### src/rtl/bbfifo_16x8_ctrl.sv
// Pointer/count/flag control for a 16x8 register-file FIFO (UART TX/RX buffers).
// Latency: a write at edge N is visible on rdata_o right after edge N (FWFT).
// Backpressure: writes dropped while full (ovf_o), reads dropped while empty (udf_o).
//
// Ports:
//   clk, rst_n      clock, asynchronous active-low reset
//   clr_i           synchronous flush (pointers, count and sticky flags)
//   wr_i, wdata_i   write request and byte
//   rd_i            read request, pops the byte currently on rdata_o
//   rdata_o         head-of-FIFO byte, valid while empty_o==0
//   full_o, empty_o, half_full_o, count_o   occupancy status
//   ovf_o, udf_o    sticky overflow / underflow indications
//   mem_*           write port and read address to the external memory,
//                   mem_rdata_i is its combinational read data
module bbfifo_16x8_ctrl #(
  parameter int HALF_LVL = 8
) (
  input  logic       clk,
  input  logic       rst_n,
  input  logic       clr_i,
  input  logic       wr_i,
  input  logic [7:0] wdata_i,
  input  logic       rd_i,
  output logic [7:0] rdata_o,
  output logic       full_o,
  output logic       empty_o,
  output logic       half_full_o,
  output logic [4:0] count_o,
  output logic       ovf_o,
  output logic       udf_o,
  output logic       mem_wen_o,
  output logic [7:0] mem_wdata_o,
  output logic [3:0] mem_waddr_o,
  output logic [3:0] mem_raddr_o,
  input  logic [7:0] mem_rdata_i
);

  localparam logic [4:0] HALF_CNT = 5'(HALF_LVL);
  localparam logic [4:0] DEPTH    = 5'd16;

  logic [3:0] wr_ptr;
  logic [3:0] rd_ptr;
  logic [4:0] count;
  logic       ovf;
  logic       udf;
  logic       full;
  logic       empty;
  logic       wr_acc;
  logic       rd_acc;

  // Status flags decode straight from the count register: no extra latency,
  // and no path from wr_i/rd_i into them.
  assign full  = (count == DEPTH);
  assign empty = (count == 5'd0);

  // A full FIFO still accepts a read and an empty one still accepts a write,
  // so simultaneous requests at the boundaries degrade to a single operation.
  assign wr_acc = wr_i & ~full  & ~clr_i;
  assign rd_acc = rd_i & ~empty & ~clr_i;

  // The write strobe is held low during reset so the memory is not touched
  // while the control state is being forced back to empty.
  assign mem_wen_o   = wr_acc & rst_n;
  assign mem_wdata_o = wdata_i;
  assign mem_waddr_o = wr_ptr;
  assign mem_raddr_o = rd_ptr;

  // FWFT: the memory read address is the registered rd_ptr, so rdata_o
  // depends only on state, never on the current cycle's requests.
  assign rdata_o     = mem_rdata_i;

  assign full_o      = full;
  assign empty_o     = empty;
  assign half_full_o = (count >= HALF_CNT);
  assign count_o     = count;
  assign ovf_o       = ovf;
  assign udf_o       = udf;

  always_ff @(posedge clk or negedge rst_n) begin
    if (!rst_n) begin
      wr_ptr <= 4'd0;
      rd_ptr <= 4'd0;
      count  <= 5'd0;
      ovf    <= 1'b0;
      udf    <= 1'b0;
    end else if (clr_i) begin
      // Memory contents are left as-is; only the bookkeeping is flushed.
      wr_ptr <= 4'd0;
      rd_ptr <= 4'd0;
      count  <= 5'd0;
      ovf    <= 1'b0;
      udf    <= 1'b0;
    end else begin
      // 4-bit pointers wrap 15->0 on their own.
      if (wr_acc) wr_ptr <= wr_ptr + 4'd1;
      if (rd_acc) rd_ptr <= rd_ptr + 4'd1;

      case ({wr_acc, rd_acc})
        2'b10:   count <= count + 5'd1;
        2'b01:   count <= count - 5'd1;
        default: count <= count;
      endcase

      if (wr_i && full)  ovf <= 1'b1;
      if (rd_i && empty) udf <= 1'b1;
    end
  end

endmodule

### config.mk
export PLATFORM = sky130hd
export DESIGN_NAME = bbfifo_16x8_ctrl
export DESIGN_NICKNAME = d
export VERILOG_FILES = /design/src/rtl/bbfifo_16x8_ctrl.sv
export SDC_FILE = /design/constraint.sdc
export NUM_CORES = 1
export LEC_CHECK = 0
export CORE_MARGIN = 2
export CORE_UTILIZATION = 44
export DETAILED_ROUTE_END_ITERATION = 6
export PLACE_DENSITY = 0.95
export SYNTH_ARGS = -nofsm -noshare
export SYNTH_HDL_FRONTEND = slang
export SYNTH_SLANG_ARGS = --single-unit
export TNS_END_PERCENT = 30
### constraint.sdc
create_clock -name clk -period 5.7 [get_ports clk]
set_input_delay 1.14 -clock clk [delete_from_list [all_inputs] [get_ports clk]]
set_output_delay 1.14 -clock clk [all_outputs]
set_load 0.01 [all_outputs]
==> metrics <==
status complete, no violations; Syn. warnings 0; core area 0.00250 mm^2; Post-Synthesis Cells 124; WL per Instance 16.3 um; CTS H-tree depth 1; CTS tree yes; IO buf count 23; Vias per Instance 5.97; critical path launch point type primary input; CP endpoint kind primary output; CP arrival 3.22 ns; Placer Congestion 0.897; Hold Path Stages 2; worst hold path startpoint ovf_o; TritonCTS Sinks 15; Tot Pwr 0.504 mW; Synth Register Bits 15; row count 18; Synth cell types 46; Synth Flop Type dfrtp_1; crit path launch wr_i; Worst EP required 4.56 ns; cts hold-fix bufs 0; Post-CTS Setup Bufs 0; initial antenna violation count 0; Max rail drop VDD 0.258 mV; Post-synth EDFFs 0; First DRT Iteration DRCs 32; Setup TNS 0 ns; DP HPWL 1.89 mm; Hold Violations, Final 0; Skew-Pair Late Insertion Delay 0.28 ns; Area Overhead vs Synth 10.6%; GRT Resource Usage Total 17.9%; Crit Path Class primary input to primary output; clk_skew 0.00216 ns; post-route cell area 0.00130 mm^2; first-pass GRT wire length 4.41 mm; CTS Buf Count 3; Rel. slew slack 54.8%; post_cts resized 0; Die Area 0.00309 mm^2; Vias 938; syn_nets 149; # Max-Cap Violations 0; Mean Syn Cell Area 9.45 um^2; I/O pin count 56; worst hold slack 0.519 ns; Post-Synth XOR/XNOR Area 5.98%; drc violations 0; Antenna Cells 0; clock buffer depth 2; reg2reg start count_o[1]; Leak 0.555 nW; synthesized-area fraction occupied by adder cells 4.27%; Die H 55.6 um; hold crit path type flop to flop; post-layout min period 4.36 ns; Pins Over Slew Limit 0; Total Nets Final 153; crit path max fanout 14; asr flop ratio synth 100%; final worst slack 1.34 ns; RSZ-0062 raised after global routing false; fmax 229 MHz; Post-DRT Antenna Nets 0; Tcrit/Tclk final 76.6%; power per cell area 389 mW/mm^2; layout cell share with drive strength beyond 1 11.8%; clk slew on worst S/H paths 0.08 ns; wirelength, routed 2.56 mm; Post-Synth Simple-Gate Area 18.0%; post-synthesis mux area share 3.84%; grt ovf 0; largest family of logic cells by synthesized area compound AO/OA/AOI/OAI gates; setup slack at placement 1.35 ns; clk root buf clkbuf_4; Syn Std Cell Area 0.00117 mm^2; dpl cell area 0.00127 mm^2; final setup fails 0; post-synthesis sequential area ratio 32.0%; Die Wd 55.6 um; largest net degree at the start of global routing 19; Synth Area in Compound Gates 20.1%; vias in the first global route 898; R2R cell count 7; router iterations before antenna repair 4; Least-Margin Pin Slew 0.675 ns; Initial Util 46.9%
==> cell usage in the layout, fill, tap and decap left out, drive strengths merged, types with 3 or more instances in the layout <==
cell / count
clkdlybuf4s50: 23
nor2: 16
dfrtp: 15
a21oi: 7
o21ai: 6
xor2: 5
inv: 4
ha: 4
clkbuf: 4
xnor2: 3
o211ai: 3
mux2i: 3
==> critical path, cell delays in order <==
cell and delay [ns]:
clkdlybuf4s50_1 0.80, a21boi_0 0.49, and3_1 0.24, clkdlybuf4s50_1 0.55
==> sequential cells by signal, summed over array words and instances, names as in the netlist <==
name,cells
mem_raddr_o,4
ovf_o,1
mem_waddr_o,4
count_o,5
udf_o,1
==> per-stage QoR <==
stage | util (%) | instances
2_1_floorplan | - | 124
3_3_place_gp | 50.8 | 153
3_5_place_dp | 50.8 | 153
4_1_cts | 51.9 | 157
5_1_grt | 51.9 | 157
6_report | 51.9 | 157
==> final timing paths <==
| kind | endpoint | slack, ns |
|---|---|---|
| min in group asynchronous | ovf_o | 1.26 |
| worst min-delay path | ovf_o | 0.52 |
| worst max register to register | count_o[2] | 2.89 |
| max in group asynchronous | mem_raddr_o[2] | 4.01 |
| worst max-delay path | mem_wen_o | 1.34 |
| worst min register to register | ovf_o | 0.52 |
==> area by class of cell <==
| cell class | count | area, um^2 |
|---|---|---|
| Multi-Input combinational cell | 81 | 612 |
| Tap cell | 30 | 37.5 |
| Clock buffer | 4 | 26.3 |
| Timing Repair Buffer | 23 | 230 |
| Fill cell | 251 | 1200 |
| Sequential cell | 15 | 375 |
| Inverter | 4 | 15.0 |
==> synthesized netlist by cell type (2+ instances only) <==
cell type	count	area share (%)
xnor2_1	3	2.2
or2_2	2	1.1
nand3_1	2	0.85
buf_2	3	1.3
nor2b_1	2	1.1
a21oi_1	7	3.0
inv_1	4	1.3
buf_4	16	10
and3_1	2	1.1
xor2_1	5	3.7
dfrtp_1	15	32
o21ai_2	2	1.5
ha_1	4	4.3
buf_6	2	1.9
or3_1	2	1.1
mux2i_1	3	2.6
nor2_1	16	5.1
clkbuf_1	2	0.64
o211ai_1	3	1.9
o21ai_0	3	1.3
==> power breakdown <==
group,leakage [nW],internal (mW),switching (mW)
Sequential,0.203,0.127,0.0486
Combinational,0.336,0.140,0.129
Clock,0.0150,0.0272,0.0321
==> cell families (layout without fill, tap and decap cells) <==
logic type,after synthesis,in the layout
AND/OR/NAND/NOR,36,36
AO/OA/AOI/OAI,29,29
buffers and inverters,28,31
flip-flops,15,15
XOR/XNOR,8,8
adder cells (fa/ha/maj),4,4
multiplexers,4,4
==> metal layers <==
metal,part of all wire [%],wire [um],global-route usage [%],up-vias
met1,42,1070,22.3,456
met3,6.3,162,2.79,13
met4,2.7,68,8.36,0
li1,-,-,-,427
met5,0,0,0,-
met2,49,1260,30.1,42
Note: power is estimated with default switching activity, not from simulation.
